<file path="config.mk">
export PLATFORM = sky130hd
export DESIGN_NAME = onehot_event_encoder8x3
export DESIGN_NICKNAME = d
export VERILOG_FILES = /design/src/rtl/onehot_event_encoder8x3.sv
export SDC_FILE = /design/constraint.sdc
export NUM_CORES = 1
export LEC_CHECK = 0
export ABC_AREA = 1
export CAP_MARGIN = 25
export CORE_MARGIN = 5
export CORE_UTILIZATION = 47
export CTS_CLUSTER_DIAMETER = 50
export CTS_CLUSTER_SIZE = 25
export DETAILED_ROUTE_END_ITERATION = 6
export PLACE_DENSITY = 0.89
export REMOVE_ABC_BUFFERS = 1
export SYNTH_ARGS = -nofsm -noshare
export SYNTH_HDL_FRONTEND = slang
export SYNTH_SLANG_ARGS = --single-unit
</file>
<file path="constraint.sdc">
create_clock -name clk -period 1.59 [get_ports clk]
set_clock_uncertainty 0.1 [all_clocks]
set_input_delay 0.159 -clock clk [delete_from_list [all_inputs] [get_ports clk]]
set_output_delay 0.159 -clock clk [all_outputs]
set_load 0.02 [all_outputs]
</file>
<file path="src/rtl/onehot_event_encoder8x3.sv">
// Serialises an 8-bit event vector into the 3-bit binary index of each set bit,
// one beat per valid/ready handshake, in fixed LSB-first or MSB-first priority order.
module onehot_event_encoder8x3 #(
    parameter int N            = 8,
    parameter int IDXW         = 3,
    parameter bit PRIORITY_LSB = 1'b1
) (
    input  logic            clk,
    input  logic            rst_n,
    input  logic            in_valid,
    output logic            in_ready,
    input  logic [N-1:0]    in_vec,
    output logic            out_valid,
    input  logic            out_ready,
    output logic [IDXW-1:0] out_idx,
    output logic            out_last,
    output logic            zero_drop,
    output logic            busy
);

    localparam logic [0:0] IDLE  = 1'b0;
    localparam logic [0:0] DRAIN = 1'b1;

    logic [0:0]      state_q, state_d;
    logic [N-1:0]    pending_q, pending_d;
    logic            zero_drop_q, zero_drop_d;
    logic [IDXW-1:0] prio_idx;
    logic [N-1:0]    prio_mask;
    logic            single_bit;

    // The last assignment in the scan wins, so the scan direction sets the priority.
    always_comb begin
        prio_idx = '0;
        for (int i = 0; i < N; i++) begin
            if (PRIORITY_LSB) begin
                if (pending_q[N-1-i]) prio_idx = IDXW'(N-1-i);
            end else begin
                if (pending_q[i]) prio_idx = IDXW'(i);
            end
        end
        prio_mask           = '0;
        prio_mask[prio_idx] = 1'b1;
        single_bit          = (pending_q != '0) && ((pending_q & (pending_q - N'(1))) == '0);
    end

    always_comb begin
        state_d     = state_q;
        pending_d   = pending_q;
        zero_drop_d = 1'b0;
        case (state_q)
            IDLE: begin
                if (in_valid) begin
                    if (in_vec != '0) begin
                        pending_d = in_vec;
                        state_d   = DRAIN;
                    end else begin
                        zero_drop_d = 1'b1;
                    end
                end
            end
            default: begin
                if (out_ready) begin
                    pending_d = pending_q & ~prio_mask;
                    if (single_bit) state_d = IDLE;
                end
            end
        endcase
    end

    always_ff @(posedge clk or negedge rst_n) begin
        if (!rst_n) begin
            state_q     <= IDLE;
            pending_q   <= '0;
            zero_drop_q <= 1'b0;
        end else begin
            state_q     <= state_d;
            pending_q   <= pending_d;
            zero_drop_q <= zero_drop_d;
        end
    end

    // Outputs depend only on registered state, never on in_vec.
    assign in_ready  = (state_q == IDLE);
    assign out_valid = (state_q == DRAIN);
    assign busy      = (state_q == DRAIN);
    assign out_idx   = out_valid ? prio_idx : '0;
    assign out_last  = out_valid && single_bit;
    assign zero_drop = zero_drop_q;

endmodule

</file>
==> results.md, run 1 <==
- Status: finished with violations
- Failing checks: negative setup slack
- Number of global-route vias before repair: approximately 1000
- Worst Path Required: roughly 1.3 ns
- Worst-Skew Late Latency: 0.29 ns
- Initial detailed-routing violation count: 81
- Final worst slack: -0.284 ns
- First-pass GRT wire length: 4840 um
- Setup violation total in the final timing report: 6
- Grt ovf: 0
- FP Rows: 14
- Port bufs: 19
- Post-Synth XOR/XNOR Area: 0%
- Proportion of synthesized area in mux cells: 0%
- Cts hold-fix bufs: 0
- Seq/Total Area, Yosys: 32.9%
- DIE HEIGHT: ~50 um
- Simple-Gate Fraction of Synth Area: between 40% and 50%
- Leak: just over 0.6 nW
- Die Wd: approximately 50 um
- Achievable Freq: 534 MHz
- Post-synthesis cell type count: 23
- PwrDens: approximately 2200 nW/um^2
- Most frequent cells in the layout: nand2_1, buf_4, clkdlybuf4s50_1, nor2_1, dfrtp_1
- Compound-gate portion of the synthesized area: 15.5%
- EDFF count, synth: 0
- Max Root-Sink Buffers: 2
- Largest net degree at the start of global routing: 19
- N_diodes: 0
- R2R Setup Slk: -0.05 ns
- Starting density of the core: between 40% and 50%
- NumNets Final: 170
- Synth warnings: 0
- Unrepaired setup endpoints after global routing: true
- Crit path DAT: approximately 1.6 ns
- Routability cong.: about 0.86
- Final Instance Area: around 1200 sq um
- Cell count after synthesis: 109
- CP max stage cell: dfrtp_1
- Post-synthesis cell area: ~760 sq um
- Main combinational cell family by area after synthesis: simple AND/OR/NAND/NOR gates
- Max-slew violation count: 0
- Num ports: 20
- Post-Synth Adder-Cell Area: 0%
- Clock transition at the registers of the reported paths: 0.08 ns
- Non-filler instance count after layout: 173
- Placement Setup Slack: -0.344 ns
- Total die area: 2520 sq um
- Pre-antenna DRT Iters: 6
- Remaining DRCs: 0
- Area leader, netlist: dfrtp_1
- Vias: about 1000
- Crit path largest cell delay: 0.43 ns
- Top post-synthesis cells by area: dfrtp_1, nand2_1, o21ai_2
- Worst min path class: in -> async
- Cell breakdown of the critical path: buf_4, nand2_1, a21boi_1, nand2_1, nor2_2, nand2_1, nor2_1, buf_4
- Placed Area: 1090 sq um
- TritonCTS clock tree: done
- Core ar.: ~1500 sq um
- Dpl cells: about 160
- CTS Buf Count: 3
- Top FF cell, synth: dfrtp_1
- Root buffer cell: clkbuf_4
- Hold Violations, Final: 0
- CP startpoint kind: flip-flop
- Total track usage: between 20% and 30%
- Synth Register Bits: 10
- Routed len/inst: approximately 18 um
- Post-Route WL: between 3000 and 4000 um
- Tcrit/Tclk final: 118%
- Most common cell after layout, fill and taps aside: nand2_1
- Fin util: between 70 and 80%
- Register area: 250 sq um
- Fin crit period: 1.87 ns
- Max transition margin: 65.3%
- CP max FO: 3
- ANT nets after route: 0
- Async set-or-reset flop fraction in the synthesized netlist: between 90% and 100%
- Setup CP Type: reg -> out
- Fraction of final layout cells sized beyond drive strength 1: approximately two fifths
- Syn-to-layout area delta: 56.3%
- # fillers: a little over 90
- Initial antenna violation count: 0
- Hpwl dp: 1820 um
- CTS sink cnt: 10
- Tightest Pin Transition: slightly above 0.5 ns
- Crit end category: primary output
- Syn_area_per_cell: about 7 sq um
- Vias per Instance: approximately 5.8
- Maxcap violations: 0
- Crit-path most repeated cell: nand2_1
- # H-tree levels: 1
- Multi-input gate area: ~460 sq um
- Peak supply drop: 1.45 mV
- Synth top area share: between 30% and 40%
[per-layer routing]
| metal | track usage, % | vias to the layer above | part of all wire (%) |
|---|---|---|---|
| met2 | 40.2 | 87 | 46 |
| met1 | 31.9 | 445 | 36 |
| met4 | 17.0 | 0 | 7.1 |
| li1 | - | 444 | - |
| met3 | 7.69 | 28 | 11 |
| met5 | 2.08 | - | 0 |
[cells in the mapped netlist (2+ instances only)]
master,instances
dfrtp_1,10
o21ai_0,7
nand2_1,36
nand2_4,2
a21oi_1,2
nor2_1,13
nor2_2,2
inv_1,7
nor2_4,2
o21ai_2,6
nand2_2,4
nand3_1,7
[registers in the layout (all words and copies together), names as in the netlist]
name / flops
pending_q: 8
busy: 1
zero_drop: 1
[metrics by stage]
step	setup TNS [ns]	hold slack, ns	total power [W]
after floorplan	-0.00887	-0.237	0.00136
after global placement	-0.998	0.411	0.00206
after detailed placement	-1.29	0.425	0.00213
after CTS	-0.406	0.113	0.00243
after global routing	-1.23	0.139	0.00280
final	-0.717	0.103	0.00266
[worst max-delay path: cells and delay by family, from the launching register on]
family | cells | cell delay [ns]
compound gates | 1 | 0.16
buf+inv | 2 | 0.31
flops | 1 | 0.43
simple gates | 5 | 0.44
[path summary, 6_finish.rpt]
kind / start / endpoint / depth (start not counted)
max: pending_q[7] / out_last / 8
min: rst_n / zero_drop / 1
max reg2reg: pending_q[3] / pending_q[7] / 8
min reg2reg: busy / zero_drop / 3
max in group asynchronous: rst_n / pending_q[4] / 1
min in group clk: in_valid / zero_drop / 3
[cells by family (layout without fill, tap and decap cells)]
kind of cell,after synthesis,in the layout
AO/OA/AOI/OAI,18,18
buffers and inverters,12,60
flip-flops,10,10
AND/OR/NAND/NOR,69,69
[final cells by class]
type                       instances  share of cell area, %
clock buffer                       4                   3.06
multi-input combinational         87                   38.8
timing repair buffer              47                   32.3
inverter                           9                   3.06
sequential                        10                   21.1
tap                               16                   1.69
[power breakdown]
part / switching (W) / internal (W) / total [W]
Clock: 0.000117 / 0.000140 / 0.000256
Sequential: 0.000118 / 0.000346 / 0.000464
Combinational: 0.00110 / 0.000834 / 0.00193
[what timing repair did]
action,CTS,global route
gates cloned,0,0
setup endpoints to repair,7,7
resized for setup,28,5
pin swaps,7,5
buffers inserted,4,3
Note: power is estimated with default switching activity, not from simulation.
==> run 2, diff against run 1 <==
--- a/config.mk
+++ b/config.mk
@@ -8,11 +8,11 @@
 export ABC_AREA = 1
 export CAP_MARGIN = 25
 export CORE_MARGIN = 5
-export CORE_UTILIZATION = 47
+export CORE_UTILIZATION = 40
 export CTS_CLUSTER_DIAMETER = 50
 export CTS_CLUSTER_SIZE = 25
 export DETAILED_ROUTE_END_ITERATION = 6
-export PLACE_DENSITY = 0.89
+export PLACE_DENSITY = 0.79
 export REMOVE_ABC_BUFFERS = 1
 export SYNTH_ARGS = -nofsm -noshare
 export SYNTH_HDL_FRONTEND = slang
==> results.md, run 2 (synthesis gave the netlist of run 1 again) <==
- Peak supply drop: 1.26 mV (was 1.45 mV)
- Register area: 251 sq um (was 250 sq um)
- Setup violation total in the final timing report: 2 (was 6)
- Most common cell after layout, fill and taps aside: nand2_1 (unchanged)
- Largest Register: pending_q (unchanged)
- Hpwl dp: 1680 um (was 1820 um)
- Failing checks: negative setup slack (unchanged)
- # fillers: 157 (was 91)
- CP max FO: 5 (was 3)
- Routability cong.: 0.888 (was 0.861)
- Total die area: 2870 sq um (was 2520 sq um)
- Pre-antenna DRT Iters: 4 (was 6)
- Status: finished with violations (unchanged)
- Maxcap violations: 0 (unchanged)
- NumNets Final: 160 (was 170)
- Starting density of the core: 43.0% (was 49.8%)
- Initial antenna violation count: 0 (unchanged)
- Remaining DRCs: 0 (unchanged)
- Worst min path class: in -> async (unchanged)
- Unrepaired setup endpoints after global routing: true (unchanged)
- Max-slew violation count: 0 (unchanged)
- Fraction of final layout cells sized beyond drive strength 1: 40.8% (about the same)
- TritonCTS clock tree: done (unchanged)
- WHS: 0.119 ns (was 0.103 ns)
- Leak: 0.564 nW (was 0.608 nW)
- Syn-to-layout area delta: 51.7% (was 56.3%)
- Vias per Instance: 4.89 (was 5.80)
- # H-tree levels: 1 (unchanged)
- Setup CP Type: reg -> out (unchanged)
- Routed len/inst: 12.5 um (was 18.0 um)
- Tcrit/Tclk final: 115% (was 118%)
- Core ar.: 1760 sq um (was 1520 sq um)
- CP startpoint kind: flip-flop (unchanged)
- Crit end category: primary output (unchanged)
- FP Rows: 15 (was 14)
- Final worst slack: -0.242 ns (was -0.284 ns)
- Fin crit period: 1.83 ns (was 1.87 ns)
- Most frequent cells in the layout: nand2_1, buf_4, clkdlybuf4s50_1, nor2_1, dfrtp_1 (unchanged)
- Total track usage: 17.6% (was 26.4%)
- Cts hold-fix bufs: 0 (unchanged)
- CTS sink cnt: 10 (unchanged)
- First-pass GRT wire length: 3570 um (was 4840 um)
- Port bufs: 19 (unchanged)
- Max reg flops: 8 (unchanged)
- PwrDens: 2120 nW/um^2 (was 2240 nW/um^2)
- Root buffer cell: clkbuf_4 (unchanged)
- Initial detailed-routing violation count: 13 (was 81)
- Multi-input gate area: 488 sq um (was 460 sq um)
- Achievable Freq: 546 MHz (was 534 MHz)
- Clock transition at the registers of the reported paths: 0.07 ns (was 0.08 ns)
- Crit path DAT: 1.57 ns (was 1.62 ns)
- Worst-Skew Late Latency: 0.27 ns (was 0.29 ns)
- Hold Violations, Final: 0 (unchanged)
- Largest net degree at the start of global routing: 19 (unchanged)
- Num ports: 20 (unchanged)
- Tightest Pin Transition: 0.500 ns (was 0.518 ns)
- Vias: 841 (was 1004)
- N_diodes: 0 (unchanged)
- ANT nets after route: 0 (unchanged)
- Die Wd: 53.6 um (was 50.2 um)
- Grt ovf: 0 (unchanged)
- Max Root-Sink Buffers: 2 (unchanged)
- Post-Route WL: 2150 um (was 3110 um)
- DIE HEIGHT: 53.6 um (was 50.2 um)
- CTS Buf Count: 3 (unchanged)
- Max transition margin: 66.6% (was 65.3%)
- Placement Setup Slack: -0.357 ns (was -0.344 ns)
- Worst Path Required: 1.33 ns (about the same)
- Number of global-route vias before repair: 855 (was 1014)
## run 2: path summary, 6_finish.rpt
path / cells past startpoint / start / slack (ns) / end
max: 8 / pending_q[1] / -0.24 / out_last
min: 1 / rst_n / 0.12 / pending_q[7]
max reg2reg: 8 / pending_q[1] / 0.10 / pending_q[6]
min reg2reg: 3 / busy / 0.55 / zero_drop
max in group asynchronous: 1 / rst_n / 0.91 / pending_q[4]
min in group clk: 3 / in_vec[0] / 0.38 / pending_q[0]
## run 2: layout make-up
cell class / instances / area share (%)
clock buffers: 4 / 3.15
inverters: 9 / 3.15
multi-input cells: 87 / 42.3
flip-flops and latches: 10 / 21.8
well taps: 25 / 2.71
repair buffers: 37 / 26.8
## run 2: through the flow
step                power [W]  area (sq um)  std cells  setup TNS (ns)  util [%]
global route          0.00265          1150        172          -0.648      65.3
CTS                   0.00228          1100        171          -0.337      62.3
floorplan             0.00136           727        106        -0.00887         -
finish                0.00244          1150        172          -0.337      65.3
detailed placement    0.00207          1070        166           -1.08      60.6
global placement      0.00201          1070        166          -0.791      60.6
## run 2: routing by layer
| metal | up-vias | routed length (um) | GRT usage [%] |
|---|---|---|---|
| met2 | 18 | 1140 | 30.8 |
| met4 | 0 | 19 | 8.94 |
| li1 | 424 | - | - |
| met1 | 397 | 903 | 20.6 |
| met5 | - | 0 | 0 |
| met3 | 2 | 90 | 2.77 |
## run 2: critical path: stages, from the launching register on
cell     delay [ns]
dfrtp_1        0.43
nor2_4         0.19
nand3_2        0.12
nand2_1        0.08
nand2_1        0.07
nor2_2         0.12
nand2_1        0.05
nor2_1         0.09
buf_4          0.15
## run 2: what timing repair did
item                                    4_1_cts  5_1_grt
pin swaps                                     2        4
endpoints found under the setup margin        7        5
gates resized for setup                      26       16
setup buffers                                 1        1
endpoints found under the hold margin         0        0
cloned                                        0        0
## run 2: power breakdown
| part | switching [W] | internal, W |
|---|---|---|
| clock | 0.000101 | 0.000139 |
| sequential | 0.000110 | 0.000348 |
| combinational | 0.000988 | 0.000754 |
==> run 3, diff against run 2 <==
--- a/config.mk
+++ b/config.mk
@@ -13,6 +13,7 @@
 export CTS_CLUSTER_SIZE = 25
 export DETAILED_ROUTE_END_ITERATION = 6
 export PLACE_DENSITY = 0.79
+export RECOVER_POWER = 100
 export REMOVE_ABC_BUFFERS = 1
 export SYNTH_ARGS = -nofsm -noshare
 export SYNTH_HDL_FRONTEND = slang
==> results.md, run 3 (synthesis gave the netlist of run 1 again) <==
- CP max FO: 5 (unchanged)
- Leak: 0.564 nW (about the same)
- Largest Register: pending_q (unchanged)
- Worst-Skew Late Latency: 0.27 ns (about the same)
- Net Switching: 0.00120 W (unchanged)
- Cts hold-fix bufs: 0 (unchanged)
- # H-tree levels: 1 (unchanged)
- Pre-antenna DRT Iters: 4 (unchanged)
- CTS sink cnt: 10 (unchanged)
- Sequential share of power: 18.8% (about the same)
- Pint: 0.00124 W (about the same)
- Setup CP Type: reg -> out (unchanged)
- ANT nets after route: 0 (unchanged)
- Fin util: 65.3% (unchanged)
- Clock transition at the registers of the reported paths: 0.07 ns (about the same)
- Hold Violations, Final: 0 (unchanged)
- Die Wd: 53.6 um (unchanged)
- Final Instance Area: 1150 sq um (unchanged)
- Max-slew violation count: 0 (unchanged)
- Total track usage: 17.6% (unchanged)
- Number of global-route vias before repair: 855 (unchanged)
- # fillers: 157 (unchanged)
- Largest net degree at the start of global routing: 19 (unchanged)
- Hpwl dp: 1680 um (unchanged)
- Achievable Freq: 546 MHz (unchanged)
- Crit path DAT: 1.57 ns (about the same)
- Crit-path most repeated cell: nand2_1 (unchanged)
- Port bufs: 19 (unchanged)
- Switch share: 49.1% (about the same)
- CTS Buf Count: 3 (unchanged)
- Placement Setup Slack: -0.357 ns (unchanged)
- CP startpoint kind: flip-flop (unchanged)
- Failing checks: negative setup slack (unchanged)
- Core ar.: 1760 sq um (unchanged)
- Max reg flops: 8 (unchanged)
- Maxcap violations: 0 (unchanged)
- Tcrit/Tclk final: 115% (unchanged)
- Max Root-Sink Buffers: 2 (unchanged)
- Placed Area: 1070 sq um (unchanged)
- First-pass GRT wire length: 3570 um (unchanged)
- Worst min path class: in -> async (unchanged)
- N_diodes: 0 (unchanged)
- Final worst slack: -0.242 ns (unchanged)
- Setup violation total in the final timing report: 2 (unchanged)
- Peak supply drop: 1.26 mV (about the same)
- Post-Route WL: 2150 um (unchanged)
- Crit end category: primary output (unchanged)
- Status: finished with violations (unchanged)
- Fraction of final layout cells sized beyond drive strength 1: 40.8% (unchanged)
- Unrepaired setup endpoints after global routing: true (unchanged)
- Initial antenna violation count: 0 (unchanged)
- DIE HEIGHT: 53.6 um (unchanged)
- Most frequent cells in the layout: nand2_1, buf_4, clkdlybuf4s50_1, nor2_1, dfrtp_1 (unchanged)
- Dpl cells: 166 (unchanged)
- Design Power: 0.00244 W (about the same)
- Initial detailed-routing violation count: 13 (unchanged)
- Most common cell after layout, fill and taps aside: nand2_1 (unchanged)
- Total die area: 2870 sq um (unchanged)
- Grt ovf: 0 (unchanged)
- Num ports: 20 (unchanged)
- FP Rows: 15 (unchanged)
- Starting density of the core: 43.0% (unchanged)
- Crit path largest cell delay: 0.43 ns (about the same)
- CP max stage cell: dfrtp_1 (unchanged)
- Max transition margin: 66.2% (was 66.6%)
- Routability cong.: 0.888 (unchanged)
- Remaining DRCs: 0 (unchanged)
- Syn-to-layout area delta: 51.7% (unchanged)
- Worst Path Required: 1.33 ns (about the same)
- Vias per Instance: 4.89 (unchanged)
- Routed len/inst: 12.5 um (unchanged)
- Vias: 841 (unchanged)
- Fin crit period: 1.83 ns (unchanged)
- TritonCTS clock tree: done (unchanged)
- NumNets Final: 160 (unchanged)
- PwrDens: 2120 nW/um^2 (about the same)
- Tightest Pin Transition: 0.505 ns (was 0.500 ns)
- Combinational share of power: 71.4% (about the same)
- Clk network pwr share: 9.8% (about the same)
- Cell breakdown of the critical path: nor2_4, nand3_2, nand2_1, nand2_1, nor2_2, nand2_1, nor2_1, buf_4 (unchanged)
- Root buffer cell: clkbuf_4 (unchanged)
- Non-filler instance count after layout: 172 (unchanged)
## run 3: changes by cell type in the layout (fill, tap and decap cells not counted), sizes merged
| cell | delta |
|---|---|
| dlygate4sd3 | +1 |
| clkdlybuf4s50 | -1 |
## run 3: repair_timing
action | 4_1_cts | 5_1_grt
setup endpoints to repair | 7 | 5
setup buffers | 1 | 1
pin swaps | 2 | 4
gates resized for setup | 26 | 16
## run 3: per-layer routing
| metal | share of wire (%) | wire length (um) | vias to the layer above | track usage, % |
|---|---|---|---|---|
| li1 | - | - | 424 | - |
| met5 | 0 | 0 | - | 0 |
| met3 | 4.2 | 90 | 2 | 2.77 |
| met1 | 42 | 903 | 397 | 20.6 |
| met2 | 53 | 1140 | 18 | 30.8 |
| met4 | 0.88 | 19 | 0 | 8.94 |
## run 3: per-stage QoR
step                setup TNS [ns]  hold WS [ns]
floorplan                 -0.00887        -0.237
global placement            -0.791         0.415
detailed placement           -1.08         0.421
CTS                         -0.337         0.122
global route                -0.648         0.208
finish                      -0.337         0.189
## run 3: path summary, 6_finish.rpt
check,from,cells after the start,end,slack [ns]
hold reg to reg,busy,3,zero_drop,0.55
max in group asynchronous,rst_n,1,pending_q[4],0.84
hold / removal,rst_n,1,pending_q[7],0.19
min in group clk,in_vec[0],3,pending_q[0],0.38
setup / recovery,pending_q[1],8,out_last,-0.24
setup reg to reg,pending_q[1],8,pending_q[6],0.10
## run 3: worst max-delay path: cells and delay by family, from the launching register on
kind / cells / cell delay, ns
AND/OR/NAND/NOR: 7 / 0.72
buffers and inverters: 1 / 0.15
flip-flops: 1 / 0.43
## run 3: cell type report
class                           instances  area [sq um]  share of cell area [%]
Clock buffer                            4          36.3                    3.15
Sequential cell                        10           251                    21.8
Tap cell                               25          31.3                    2.71
Timing Repair Buffer                   37           309                    26.8
Multi-Input combinational cell         87           488                    42.3
Inverter                                9          36.3                    3.15
## run 3: power groups by stage
stage / registers [W] / clock network, W / logic [W]
floorplan: 0.000483 / 0 / 0.000882
global placement: 0.000438 / 0 / 0.00158
detailed placement: 0.000445 / 0 / 0.00162
CTS: 0.000437 / 0.000246 / 0.00159
global route: 0.000468 / 0.000256 / 0.00192
finish: 0.000458 / 0.000240 / 0.00174
